### config.mk
export PLATFORM = sky130hd
export DESIGN_NAME = serial_mag_comparator
export DESIGN_NICKNAME = d
export VERILOG_FILES = /design/src/rtl/serial_mag_comparator_pkg.sv /design/src/rtl/comparator.sv /design/src/rtl/serial_mag_comparator.sv
export SDC_FILE = /design/constraint.sdc
export NUM_CORES = 1
export LEC_CHECK = 0
export CORE_ASPECT_RATIO = 0.8
export CORE_MARGIN = 8
export CORE_UTILIZATION = 35
export DETAILED_ROUTE_END_ITERATION = 16
export HOLD_SLACK_MARGIN = 0.03
export PLACE_DENSITY = 0.65
export SETUP_SLACK_MARGIN = 0.5
export SLEW_MARGIN = 20
export SYNTH_ARGS = -nofsm -noshare
export SYNTH_HDL_FRONTEND = slang
export SYNTH_SLANG_ARGS = --single-unit
### constraint.sdc
create_clock -name clk -period 3.2 [get_ports clk]
set_input_delay 0.8 -clock clk [delete_from_list [all_inputs] [get_ports clk]]
set_output_delay 0.8 -clock clk [all_outputs]
set_load 0.01 [all_outputs]
### src/rtl/serial_mag_comparator_pkg.sv
// Shared types and constants for the bit-serial magnitude comparator.
package serial_mag_comparator_pkg;

  // Sequencer states
  typedef enum logic [1:0] {
    ST_IDLE  = 2'd0,
    ST_SHIFT = 2'd1,
    ST_DONE  = 2'd2
  } state_e;

  // Cascade seed: "no decision yet" going into the MSB
  localparam logic [1:0] CASCADE_SEED = 2'b00;

endpackage : serial_mag_comparator_pkg

### src/rtl/comparator.sv
// 1-bit cascade magnitude-compare cell, MSB-first.
// {c1,c0}: 10 = already greater, 01 = already less, 00 = equal so far.
module comparator (
  input  logic a,
  input  logic b,
  input  logic c1,
  input  logic c0,
  output logic z1,
  output logic z0
);

  // A decided cascade passes through; otherwise this bit decides
  always_comb begin
    z1 = c1 | (~c0 & a & ~b);
    z0 = c0 | (~c1 & ~a & b);
  end

endmodule : comparator

### src/rtl/serial_mag_comparator.sv
// Bit-serial unsigned magnitude comparator with start/done handshake.
// Operands are latched on the accepting edge and fed MSB-first through
// the cascade cell, one bit per clock.
module serial_mag_comparator
  import serial_mag_comparator_pkg::*;
#(
  parameter int unsigned WIDTH = 4
) (
  input  logic             clk,
  input  logic             rst,
  input  logic             start,
  input  logic [WIDTH-1:0] a,
  input  logic [WIDTH-1:0] b,
  output logic             busy,
  output logic             done,
  output logic             gt,
  output logic             lt,
  output logic             eq
);

  localparam int unsigned CNT_W = (WIDTH > 1) ? $clog2(WIDTH) : 1;
  localparam logic [CNT_W-1:0] LAST_CNT = CNT_W'(WIDTH - 1);

  state_e           state_q;
  state_e           state_d;
  logic [WIDTH-1:0] sa_q;
  logic [WIDTH-1:0] sb_q;
  logic [CNT_W-1:0] cnt_q;
  logic [1:0]       cascade_q;
  logic             z1;
  logic             z0;
  logic             accept;
  logic             last_bit;
  logic             busy_d;
  logic             done_d;
  logic             gt_d;
  logic             lt_d;
  logic             eq_d;

  comparator u_cell (
    .a  (sa_q[WIDTH-1]),
    .b  (sb_q[WIDTH-1]),
    .c1 (cascade_q[1]),
    .c0 (cascade_q[0]),
    .z1 (z1),
    .z0 (z0)
  );

  assign accept   = (state_q != ST_SHIFT) && start;
  assign last_bit = (state_q == ST_SHIFT) && (cnt_q == LAST_CNT);

  // State register
  always_ff @(posedge clk or posedge rst) begin
    if (rst) state_q <= ST_IDLE;
    else     state_q <= state_d;
  end

  // Next-state logic; DONE behaves like IDLE so back-to-back starts are taken
  always_comb begin
    state_d = state_q;
    case (state_q)
      ST_IDLE,
      ST_DONE:  state_d = start ? ST_SHIFT : ST_IDLE;
      ST_SHIFT: if (last_bit) state_d = ST_DONE;
      default:  state_d = ST_IDLE;
    endcase
  end

  // Next values of the registered outputs; flags clear on accept, set on last bit
  always_comb begin
    busy_d = (state_d == ST_SHIFT);
    done_d = last_bit;
    gt_d   = gt;
    lt_d   = lt;
    eq_d   = eq;
    if (accept) begin
      gt_d = 1'b0;
      lt_d = 1'b0;
      eq_d = 1'b0;
    end else if (last_bit) begin
      gt_d = z1;
      lt_d = z0;
      eq_d = ~z1 & ~z0;
    end
  end

  // Output registers
  always_ff @(posedge clk or posedge rst) begin
    if (rst) begin
      busy <= 1'b0;
      done <= 1'b0;
      gt   <= 1'b0;
      lt   <= 1'b0;
      eq   <= 1'b0;
    end else begin
      busy <= busy_d;
      done <= done_d;
      gt   <= gt_d;
      lt   <= lt_d;
      eq   <= eq_d;
    end
  end

  // Operand shifters, bit counter and cascade register
  always_ff @(posedge clk or posedge rst) begin
    if (rst) begin
      sa_q      <= '0;
      sb_q      <= '0;
      cnt_q     <= '0;
      cascade_q <= CASCADE_SEED;
    end else if (accept) begin
      sa_q      <= a;
      sb_q      <= b;
      cnt_q     <= '0;
      cascade_q <= CASCADE_SEED;
    end else if (state_q == ST_SHIFT) begin
      sa_q      <= sa_q << 1;
      sb_q      <= sb_q << 1;
      cnt_q     <= last_bit ? cnt_q : cnt_q + CNT_W'(1);
      cascade_q <= {z1, z0};
    end
  end

endmodule : serial_mag_comparator

==> out/results.txt, run 1 <==
Setup repair after global routing left no endpoint under its margin. The relative slew slack was 0.5114. For this design the static power due to leakage is 0.0004817 uW. Row generation in the floorplan step produced 15 rows. Using the TritonRoute via totals, the vias-per-cell ratio works out to 5.106. After global routing the overflow that remains totals 0. The fraction of final layout cells with drive strength greater than 1 works out to 0.09091. The logs give 0 for the final-report max-slew violation count and 0 for the number of violations of the max-capacitance limit. The run gives 0.0005360 V as the peak ir drop on the vdd network. The total wire length was 1.608 mm; the routed wirelength normalized by instance count was 14.23 um. By count the netlist is led by sky130_fd_sc_hd__dfrtp_1 (19), sky130_fd_sc_hd__mux2i_1 (8), sky130_fd_sc_hd__nor2_1 (7). The run gives 594 as the number of global-route vias before repair. The number of cells on the worst hold path is 2. Yosys instantiated no cell more often than sky130_fd_sc_hd__dfrtp_1. The cell count of the worst reg-to-reg path works out to 4. At the later pin of the worst-skew pair, clock insertion delay measures 0.29 ns.

For this run, the number of Yosys warnings is 0. Setup slack on the worst reg-to-reg path comes out at 1.83 ns. After synthesis, the mean cell area works out to 11.61 um2. The core region is 2196 um2.

The startpoint identified for the worst hold timing path is sa_q[0]. Maximum count of clock buffers along a single path: 2. The buffer count from post-CTS setup fixing was 0; the share of the yosys chip area belonging to registers was 0.5766.

The worst register-to-register path ends at cnt_q[0]. The sum of buffers and inverters on the critical path is 1, and the final-layout worst hold slack is 0.4932 ns. After legalization and detailed placement, the total HPWL measured 1.177 mm.

Derived from the worst setup path, the maximum achievable clock frequency is 498.7 MHz. The detailed router finished its first iteration with 7 violations. Sorting the synthesized cells by area gives the leading types as sky130_fd_sc_hd__dfrtp_1 (58%), sky130_fd_sc_hd__mux2i_1 (9.7%), sky130_fd_sc_hd__o21ai_0 (3.6%).

In the synthesized netlist the dominant register cell turns out to be sky130_fd_sc_hd__dfrtp_1. The area growth from synthesis to layout is 23.37%. Data on the critical path is required at its endpoint by 2.40 ns. The diode insertion count for antenna repair is 0, and the maximum single-stage delay on the critical path is 0.54 ns. The critical path in this run is classified as reg2out.

The number of buffers inserted by hold repair at cts was 0. The tools report the initial antenna violation count as 0. The floorplan step defined a die boundary enclosing 4174 um2. Counting flops with a built-in enable in the synthesized netlist gives 0. Kind of cell adding the most delay to the critical path: buffers and inverters. CTS saw 19 sinks. Area share of the largest cell type after synthesis: 0.5766.

TritonCTS built the clock tree. The floorplan die height came out at 59.41 um. Setup violations remaining at the end of the flow were counted as 0. Clock-pin slew was measured on the worst setup and hold paths at 0.10 ns.

The tools report the category of the worst setup path launch point as a flop. The worst hold endpoint was sa_q[1]. In this run the power density over the cells is 873.3 nW/um2. The routed layout has 577 vias.

For the total track usage, the log shows 0.08354. The logs give 1.21 ns for the data arrival time of the critical path and 991.0 um2 for the total cell area at the placement stage. Entering global routing, the biggest net connects 20 pins. Part of the cycle the worst path needs: 0.6266. The tools report the number of hold violations in the final report as 0. Synthesis inferred 19 register bits. The logs give 3 for the TritonCTS buffer count and 1 for the maximum level of the CTS H-tree. The flow ran to the end, and the final reports show no timing, DRC or antenna violations.

Traced cell by cell, the critical path runs through clkdlybuf4s50_1. After routing, the total negative slack on setup checks comes to 0 ns. After the last flow step, the layout net total stands at 101. The pin slew with the least headroom to its limit came out at 0.7321 ns. The initial core utilization was 0.3755. The tools report the first-pass GRT wire length as 2.787 mm. The run gives 21 as the number of different library cells in the post-synthesis netlist.

The startpoint identified for the worst register-to-register timing path is cnt_q[0]. The number of gates resized after CTS was 0; the async set-or-reset flop fraction in the synthesized netlist was 1.000. The slowest cell on the critical path was sky130_fd_sc_hd__clkdlybuf4s50_1.

The congestion estimate from routability-driven global placement came to 0.7356. Synthesis produced 71 cells. The number of top-level design ports was 16; the largest fanout of any net on the critical path was 2. The cell type with the largest total area after synthesis is sky130_fd_sc_hd__dfrtp_1.

In this run the tool buffered the top-level ports with 15 buffer cells. After detailed routing, the number of remaining DRC violations is 0. Between clock sinks in the finished design, the worst skew comes to 0.004098 ns. The buffer cell driving the clock tree root was sky130_fd_sc_hd__clkbuf_4. In this run the horizontal extent of the chip is 70.27 um.

Counting I/O delays and the setup requirement, the final critical path takes 2.005 ns. In this run the cell area of the synthesized design comes to 824.5 um2. The tools report the net count of the mapped netlist as 83. Number of cells on the critical path: 1. The total iterations of the first detailed-routing run was 4; the utilization after layout was 0.4632. The post-route cell area came out at 1017 um2. Type of the tightest min-delay check: reg2reg.

The remaining antenna violation count is 0. The endpoint type of the worst setup path is an output port.
-- worst reg2reg max path, delay by kind of cell, from the launching register on --
family	cells	cell delay [ns]
multiplexers	1	0.27
AND/OR/NAND/NOR	1	0.22
flip-flops	1	0.41
adder cells (fa/ha/maj)	1	0.28
AO/OA/AOI/OAI	1	0.10
-- metrics by stage --
stage	total power (uW)	cells	setup WS, ns
after floorplan	654.2	71	1.843
after global placement	761.1	109	1.002
after detailed placement	778.0	109	0.9525
after CTS	901.5	113	1.174
after global routing	960.0	113	1.129
final	888.4	113	1.195
-- cell type report --
class,count,area (um2)
clock buffer,4,26.28
timing repair buffer,15,150.1
sequential,19,475.5
fill,221,1179
tap,25,31.28
inverter,4,15.01
multi-input combinational,46,319.1
-- report_power, final --
group | internal (uW) | total (uW) | switching (uW)
combinational | 188 | 362 | 174
clock | 48.5 | 119 | 70.8
sequential | 338 | 407 | 69.2
total | 574 | 888 | 314
-- routing by layer --
layer	routed length (um)	global-route usage	vias to the layer above
li1	-	-	280
met1	743	0.09636	279
met2	737	0.1263	16
met3	118	0.05025	2
met4	8	0.02571	0
met5	0	0	-
-- flip-flops by register name (all words and copies together) (netlist names) --
signal     cells
sa_q           4
sb_q           4
done           1
gt             1
busy           1
cascade_q      2
lt             1
eq             1
cnt_q          2
state_q        2
-- kinds of logic (layout without fill, tap and decap cells) --
group	count (synthesis)	after routing	share of synthesized area
AOI/OAI and AO/OA	16	16	0.1229
and+or+nand+nor	18	18	0.1062
muxes	10	10	0.1320
xor gates and xnor gates	1	1	0.01062
buffers and inverters	6	23	0.03641
DFF	19	19	0.5766
adders and majority gates	1	1	0.01517
-- placed cells by master (no fill, tap or decap) --
| cell | count |
|---|---|
| sky130_fd_sc_hd__a21oi_1 | 3 |
| sky130_fd_sc_hd__a22o_1 | 2 |
| sky130_fd_sc_hd__and2b_4 | 1 |
| sky130_fd_sc_hd__clkbuf_1 | 1 |
| sky130_fd_sc_hd__clkbuf_4 | 3 |
| sky130_fd_sc_hd__clkdlybuf4s50_1 | 15 |
| sky130_fd_sc_hd__dfrtp_1 | 19 |
| sky130_fd_sc_hd__ha_1 | 1 |
| sky130_fd_sc_hd__inv_1 | 4 |
| sky130_fd_sc_hd__mux2_4 | 1 |
| sky130_fd_sc_hd__mux2i_1 | 8 |
| sky130_fd_sc_hd__mux2i_2 | 1 |
| sky130_fd_sc_hd__nand2_1 | 6 |
| sky130_fd_sc_hd__nand2b_2 | 1 |
| sky130_fd_sc_hd__nand3b_1 | 1 |
| sky130_fd_sc_hd__nor2_1 | 7 |
| sky130_fd_sc_hd__nor3_1 | 1 |
| sky130_fd_sc_hd__nor3b_1 | 1 |
| sky130_fd_sc_hd__o21ai_0 | 6 |
| sky130_fd_sc_hd__o21ai_2 | 1 |
| sky130_fd_sc_hd__o22ai_1 | 2 |
| sky130_fd_sc_hd__o2bb2ai_1 | 2 |
| sky130_fd_sc_hd__xor2_1 | 1 |
-- worst max path at each step --
stage | start | to | slack [ns]
4_1_cts | lt | lt | 1.17
5_1_grt | gt | gt | 1.13
2_1_floorplan | start | eq | 1.84
3_5_place_dp | start | cascade_q[0] | 0.95
6_report | eq | eq | 1.19
3_3_place_gp | start | cascade_q[0] | 1.00
Power figures use the tool's default switching activity.
==> run 2, diff against run 1 <==
- clock period: 3.2 -> 1.9 ns (I/O delays scaled with it)
==> run 2 against run 1 <==
Net effect:
- worst setup slack worse by 0.61 ns
- final cell count is 5.3% higher
- worst hold slack worse by 0.016 ns
- clock-buffer cell count is 1 lower
- clock skew is 0.0027 ns higher
- critical path depth stayed put
- combinational power is 73% higher
- critical endpoint is now gt
- largest cell class unchanged
- largest power group unchanged
- highest routed layer unchanged
==> out/results.txt, run 2 (synthesis gave the netlist of run 1 again) <==
For the final-report max-slew violation count, the log shows 0 (unchanged). The tools report the pin count of the biggest net entering global routing as 20 (unchanged). For the peak ir drop on the vdd network, the log shows 0.0008124 V (+52%). STA classifies the critical path endpoint as an output port.

The run gives 0 (unchanged) as the total of endpoints with negative setup slack in the final report. The net switching fraction of the power is 0.3617 (+0.008186), and the row count is 15 (unchanged). The total wire length was 1.666 mm (+3.6%); the first-pass GRT wire length was 2.918 mm (+4.7%). The root buffer cell chosen for the clock tree is sky130_fd_sc_hd__clkbuf_4.

The category of the most critical setup path was reg2out. The cell count of the worst reg-to-reg path works out to 4 (unchanged). The total track usage is 0.08774 (+0.004204). The total iterations of the first detailed-routing run was 4 (unchanged); the remaining antenna violation count was 0 (unchanged).

The clock edge transition at the registers on the reported setup and hold paths was 0.11 ns (about the same). Power dissipated by switching net loads: 547.6 uW (+74%). Total cell area at the placement stage: 1006 um2 (+1.5%). The post-route cell area was 1041 um2 (+2.3%); the final setup TNS was 0 ns (unchanged). For the maximum count of clock buffers along a single path, the log shows 2 (unchanged).

The top cell types in the final layout, fill and taps aside, are sky130_fd_sc_hd__dfrtp_1 (19), sky130_fd_sc_hd__clkdlybuf4s50_1 (10), sky130_fd_sc_hd__mux2i_1 (8). The routed wirelength normalized by instance count works out to 14.00 um (-1.6%). The weighted congestion reported at the end of routability-driven placement was 0.7270 (-1.2%); the power share of the sequential group was 0.450 (-0.009). The slowest cell on the critical path is sky130_fd_sc_hd__dfrtp_1. Clock network latency to the later pin of the worst-skew pair: 0.30 ns (about the same). The category of the worst setup path launch point was a flop. Net count of the finished layout: 107 (+5.9%). The largest fanout of any net on the critical path is 2 (unchanged).

The part of the total power dissipated in combinational logic is 0.413 (+0.006). The signal on the critical path passes through buf_2. The logs give 0 (unchanged) for the diode insertion count for antenna repair and 0.0005196 uW (+7.9%) for the total leakage power.

The number of hold violations in the final report was 0 (unchanged); the maximum single-stage delay on the critical path was 0.39 ns (-0.15 ns). The run gives 0.137 (+0.003) as the fraction of power consumed by the clock network. The run gives 0 (unchanged) as the residual overflow from global routing. The fraction of final layout cells with drive strength greater than 1 was 0.2234 (+0.1325); the core footprint was 2196 um2 (unchanged). The count of port buffers added during placement is 15 (unchanged), and the number of buffers inserted by hold repair at cts is 0 (unchanged).

The most common cell after layout, fill and taps aside is sky130_fd_sc_hd__dfrtp_1. The via-per-instance ratio is 4.950 (-3.1%). Post-route minimum period: 1.310 ns. The run finished with clean final reports. The pin slew with the least headroom to its limit works out to 0.2561 ns (-0.4761 ns). Relative to the synthesized area, the layout overhead comes to 26.25%. The floorplan die height is 59.41 um (unchanged), and the post-route clock skew is 0.006828 ns (+0.002730 ns). For the cell internal power dissipation, the log shows 966.4 uW (+68%). For the required time reported for the critical path endpoint, the log shows 1.42 ns (-0.98 ns). The data arrival time of the critical path came out at 0.84 ns (-0.37 ns). Area taken by multi-input logic gates: 321.6 um2 (+0.78%).

The sum of buffers and inverters on the critical path was 1 (unchanged); the part of the cycle the worst path needs was 0.6896. The number of violations of the max-capacitance limit is 0 (unchanged), and the area occupied by registers is 475.5 um2 (unchanged). The tools report the layout filler cell count as 216 (-2.3%).

The logs give 0 (unchanged) for the initial antenna violation count and 0.4774 ns (-0.01584 ns) for the final-layout worst hold slack. The tools report the violation count after the first detailed-route iteration as 20 (+13). In this run the critical register-to-register path is captured at cnt_q[0]. The setup slack of the worst register-to-register path is 0.62 ns (-1.21 ns). Clock sink count: 19 (unchanged).

The path class of the tightest hold or removal check is in2async. The logs give 3 (unchanged) for the TritonCTS buffer count and 763.2 MHz for the maximum clock rate. The startpoint identified for the worst register-to-register timing path is cnt_q[0]. For the initial core utilization, the log shows 0.3755 (unchanged). The run gives 1.155 mm (-1.9%) as the placed wire-length estimate.

Setup repair after global routing left no endpoint under its margin. The total number of vias was 589 (+2.1%); the remaining routing DRC violations was 0 (unchanged). The maximum level of the CTS H-tree is 1 (unchanged), and the power density over cell area is 1454 nW/um2 (+67%). The relative slew slack is 0.8259 (+0.3145).

The largest registers in the layout are sa_q: 4 flops, sb_q: 4 flops. Number of top-level design ports: 16 (unchanged). The kind of cell adding the most delay to the critical path was flip-flops. The width of the chip was 70.27 um (unchanged); the area enclosed by the die boundary was 4174 um2 (unchanged).

TritonCTS built the clock tree. The number of global-route vias before repair came out at 643 (+8.2%).
## run 2: power by group through the flow
stage               combinational [uW]  clock, uW  sequential (uW)
finish                             625        208              681
global route                       714        232              703
detailed placement                 617          0              691
CTS                                633        219              678
global placement                   596          0              684
floorplan                          410          0              691
## run 2: through the flow
stage               total power [uW]    util  std cells  worst slack [ns]
global placement                1280  0.4581        111            0.2860
floorplan                       1102       -         71            0.6582
CTS                             1530  0.4752        118            0.5084
finish                          1514  0.4741        119            0.5898
global route                    1650  0.4741        119            0.5411
detailed placement              1308  0.4581        111            0.2599
## run 2: worst max path at each step
stage / depth (start not counted) / to / slack [ns] / from
floorplan: 4 / cnt_q[0] / 0.66 / cnt_q[0]
global placement: 4 / cnt_q[0] / 0.29 / start
detailed placement: 4 / cnt_q[0] / 0.26 / start
CTS: 1 / done / 0.51 / done
global route: 4 / cnt_q[0] / 0.54 / cnt_q[0]
finish: 1 / gt / 0.59 / gt
## run 2: layout make-up
type,instances,share of cell area
sequential,19,0.4567
multi-input combinational,46,0.3089
timing repair buffer,21,0.1635
tap,25,0.03005
clock buffer,3,0.02163
inverter,4,0.01442
clock inverter,1,0.004808
## run 2: what timing repair did
item                       4_1_cts  5_1_grt
gates cloned                     0        0
setup endpoints to repair        5        5
buffers inserted                 3        1
pin swaps                        0        1
resized for setup               18        3
## run 2: layer usage
layer | routed length, um | GRT usage
met3 | 108 | 0.04690
met2 | 751 | 0.1327
met4 | 8 | 0.02571
met1 | 798 | 0.1050
met5 | 0 | 0
==> run 3, diff against run 2 <==
- clock period: 1.9 -> 1.4 ns (I/O delays scaled with it)
==> run 3 against run 2 <==
Net effect:
- die area stayed put
- non-clock buffer count up 11
- sequential share of layout area shrank 8.9 points
- global-route usage increased by 1.5 points
- worst hold slack got worse by 0.13 ns
- first-iteration DRC count up 60%
- critical endpoint is now cnt_q[0]
- final cell count rose by 9.2%
- flip-flop and latch count unchanged
- sequential power grew 39%
- critical path depth rose by 3
==> out/results.txt, run 3 (synthesis gave the netlist of run 1 again) <==
The cell count of the worst reg-to-reg path was 4 (unchanged); the number of non-filler instances in the completed layout was 130 (+9.2%). The detailed route wirelength on metal3 is 116 um (+7.4%), and the clock sink count is 19 (unchanged). Data arrival time of the critical path: 1.39 ns (+0.55 ns). STA classifies the critical path endpoint as a flop. The area enclosed by the die boundary was 4174 um2 (unchanged); the total wire length was 2.003 mm (+20%). The number of cells in the design after placement was 112 (+0.90%); the setup slack of the worst register-to-register path was 0.21 ns (-0.41 ns).

For the post-route clock skew, the log shows 0.007108 ns (+0.0002802 ns). The largest registers in the layout are sa_q: 4 flops, sb_q: 4 flops. Pin count of the biggest net entering global routing: 20 (unchanged). The violation count after the first detailed-route iteration was 32 (+60%); the clock network latency to the later pin of the worst-skew pair was 0.30 ns (about the same). The critical path launch point is cnt_q[1]. The core footprint is 2196 um2 (unchanged), and the total leakage power is 0.0006310 uW (+21%).

The floorplan die height is 59.41 um (unchanged), and the residual overflow from global routing is 0 (unchanged). The maximum level of the CTS H-tree came out at 1 (unchanged). The logs give 1.60 ns (+0.18 ns) for the required time reported for the critical path endpoint and 653 (+11%) for the total number of vias.

The cell sitting at the root of the clock tree is a sky130_fd_sc_hd__clkbuf_4. The category of the worst setup path launch point was a flop. Via-per-instance ratio: 5.023 (+1.5%). The number of buffers inserted by hold repair at cts is 0 (unchanged), and the diode insertion count for antenna repair is 0 (unchanged).

Routed signal wires occupy layers up through met4. The run finished with clean final reports. Leaving out fill and tap cells, the most frequent cell in the layout is sky130_fd_sc_hd__dfrtp_1. Net switching fraction of the power: 0.3537 (-0.007986). The initial core utilization was 0.3755 (unchanged); the first-pass GRT wire length was 3.339 mm (+14%). The synthesis-to-finish area growth is 57.21%.

The initial antenna violation count was 0 (unchanged). In this run the critical register-to-register path is captured at cnt_q[0]. The net count of the finished layout is 118 (+10%), and the power share of the sequential group is 0.346 (-0.104). The run gives 0 (unchanged) as the total of endpoints with negative setup slack in the final report. The worst setup path is of the reg2reg kind. TritonCTS built the clock tree.

The tools report the row count as 15 (unchanged). Static timing analysis puts the maximum clock frequency at 839.4 MHz. Remaining antenna violation count: 0 (unchanged). The fraction of power consumed by the clock network is 0.104 (-0.033), and the relative slew slack is 0.8232 (-0.002710). The part of the total power dissipated in combinational logic is 0.550 (+0.137).

The maximum count of clock buffers along a single path came out at 2 (unchanged). The cell internal power dissipation was 1764 uW (+83%); the total design power was 2730 uW (+80%). The clock edge transition at the registers on the reported setup and hold paths came out at 0.11 ns (about the same). The largest fanout of any net on the critical path is 3 (+1), and the count of port buffers added during placement is 15 (unchanged). The tools report the number of top-level design ports as 16 (unchanged). The total cell area at the placement stage was 1051 um2 (+4.5%); the remaining routing DRC violations was 0 (unchanged). Placed wire-length estimate: 1.139 mm (-1.4%). The fraction of final layout cells with drive strength greater than 1 was 0.4381 (+0.2147). The utilization after layout is 0.5903 (+0.1162). The peak ir drop on the vdd network is 0.001265 V (+56%), and the post-route cell area is 1296 um2 (+25%). The width of the chip was 70.27 um (unchanged); the number of global-route vias before repair was 704 (+9.5%). The number of hold violations in the final report is 0 (unchanged). The number of violations of the max-capacitance limit came out at 0 (unchanged).

The weighted congestion reported at the end of routability-driven placement is 0.7604 (+4.6%). The power density over cell area is 2106 nW/um2 (+45%), and the final-layout worst hold slack is 0.3453 ns (-0.1321 ns). Setup repair after global routing could not meet its margin everywhere. The met1 layer wirelength in the final routing came out at 845 um (+5.9%).

The largest individual stage delay along the critical path comes from the cell sky130_fd_sc_hd__dfrtp_1. The type of the tightest min-delay check is in2async. Walking the worst path, the cells encountered are ha_4, nand3b_1, o21ai_2, mux2_4. The run gives 3 (unchanged) as the TritonCTS buffer count. The part of the cycle the worst path needs was 0.8510. The maximum single-stage delay on the critical path was 0.43 ns (+0.04 ns); the total iterations of the first detailed-routing run was 4 (unchanged). The final-report max-slew violation count was 0 (unchanged); the post-route minimum period was 1.191 ns. The pin slew with the least headroom to its limit is 0.2578 ns (+0.001755 ns). For the total track usage, the log shows 0.1023 (+0.01460).

The routed wirelength normalized by instance count works out to 15.41 um (+10%). In the layout the commonest cells are sky130_fd_sc_hd__dfrtp_1 (18), sky130_fd_sc_hd__buf_4 (10), sky130_fd_sc_hd__clkdlybuf4s50_1 (9). Following the worst setup path forward leads to its endpoint at cnt_q[0].

The met2 wirelength from detailed routing came out at 1.025 mm (+36%). The run gives 965.6 uW (+76%) as the power dissipated by switching net loads. The startpoint identified for the worst register-to-register timing path is cnt_q[1].
## run 3: area by class of cell
class	count	area [um2]
fill	191	899.6
sequential	19	476.7
multi-input combinational	46	397.9
timing repair buffer	32	347.8
tap	25	31.28
clock buffer	3	22.52
inverter	4	15.01
clock inverter	1	5.005
## run 3: per-stage QoR
step	setup WS, ns	TNS [ns]
after global placement	-0.04928	-0.09090
after detailed placement	-0.06490	-0.2142
after floorplan	0.2218	0
after CTS	0.1966	0
final	0.2087	0
after global routing	0.1580	0
## run 3: power by group through the flow
stage / combinational (uW) / clock (uW) / sequential, uW
6_report: 1500 / 284 / 944
3_5_place_dp: 902 / 0 / 965
5_1_grt: 1620 / 319 / 971
3_3_place_gp: 883 / 0 / 951
4_1_cts: 1430 / 294 / 938
2_1_floorplan: 627 / 0 / 960
## run 3: how the worst min path moves through the flow
stage                     startpoint        to  slack (ns)  depth (start not counted)
after floorplan                  rst      busy        0.30                          1
after global placement       sa_q[0]   sa_q[1]        0.46                          2
after detailed placement     sa_q[1]   sa_q[2]        0.48                          2
after CTS                        rst  cnt_q[0]        0.36                          3
after global routing             rst  cnt_q[0]        0.37                          3
final                            rst  cnt_q[0]        0.35                          3
## run 3: timing repair
| action | CTS | global route |
|---|---|---|
| cloned | 2 | 0 |
| pin swaps | 8 | 3 |
| resized for setup | 36 | 3 |
| endpoints found under the hold margin | 0 | 0 |
| endpoints found under the setup margin | 24 | 24 |
| setup buffers | 11 | 1 |
## run 3: routing by layer
metal | up-vias | global-route usage
li1 | 315 | -
met1 | 321 | 0.1061
met2 | 15 | 0.1817
met3 | 2 | 0.05025
met4 | 0 | 0.02571
met5 | - | 0
## run 3: worst max-delay path: cells and delay by family, from the launching register on
kind	cells	cell delay (ns)
AO/OA/AOI/OAI	1	0.08
adder cells (fa/ha/maj)	1	0.18
flip-flops	1	0.43
multiplexers	1	0.26
AND/OR/NAND/NOR	1	0.15
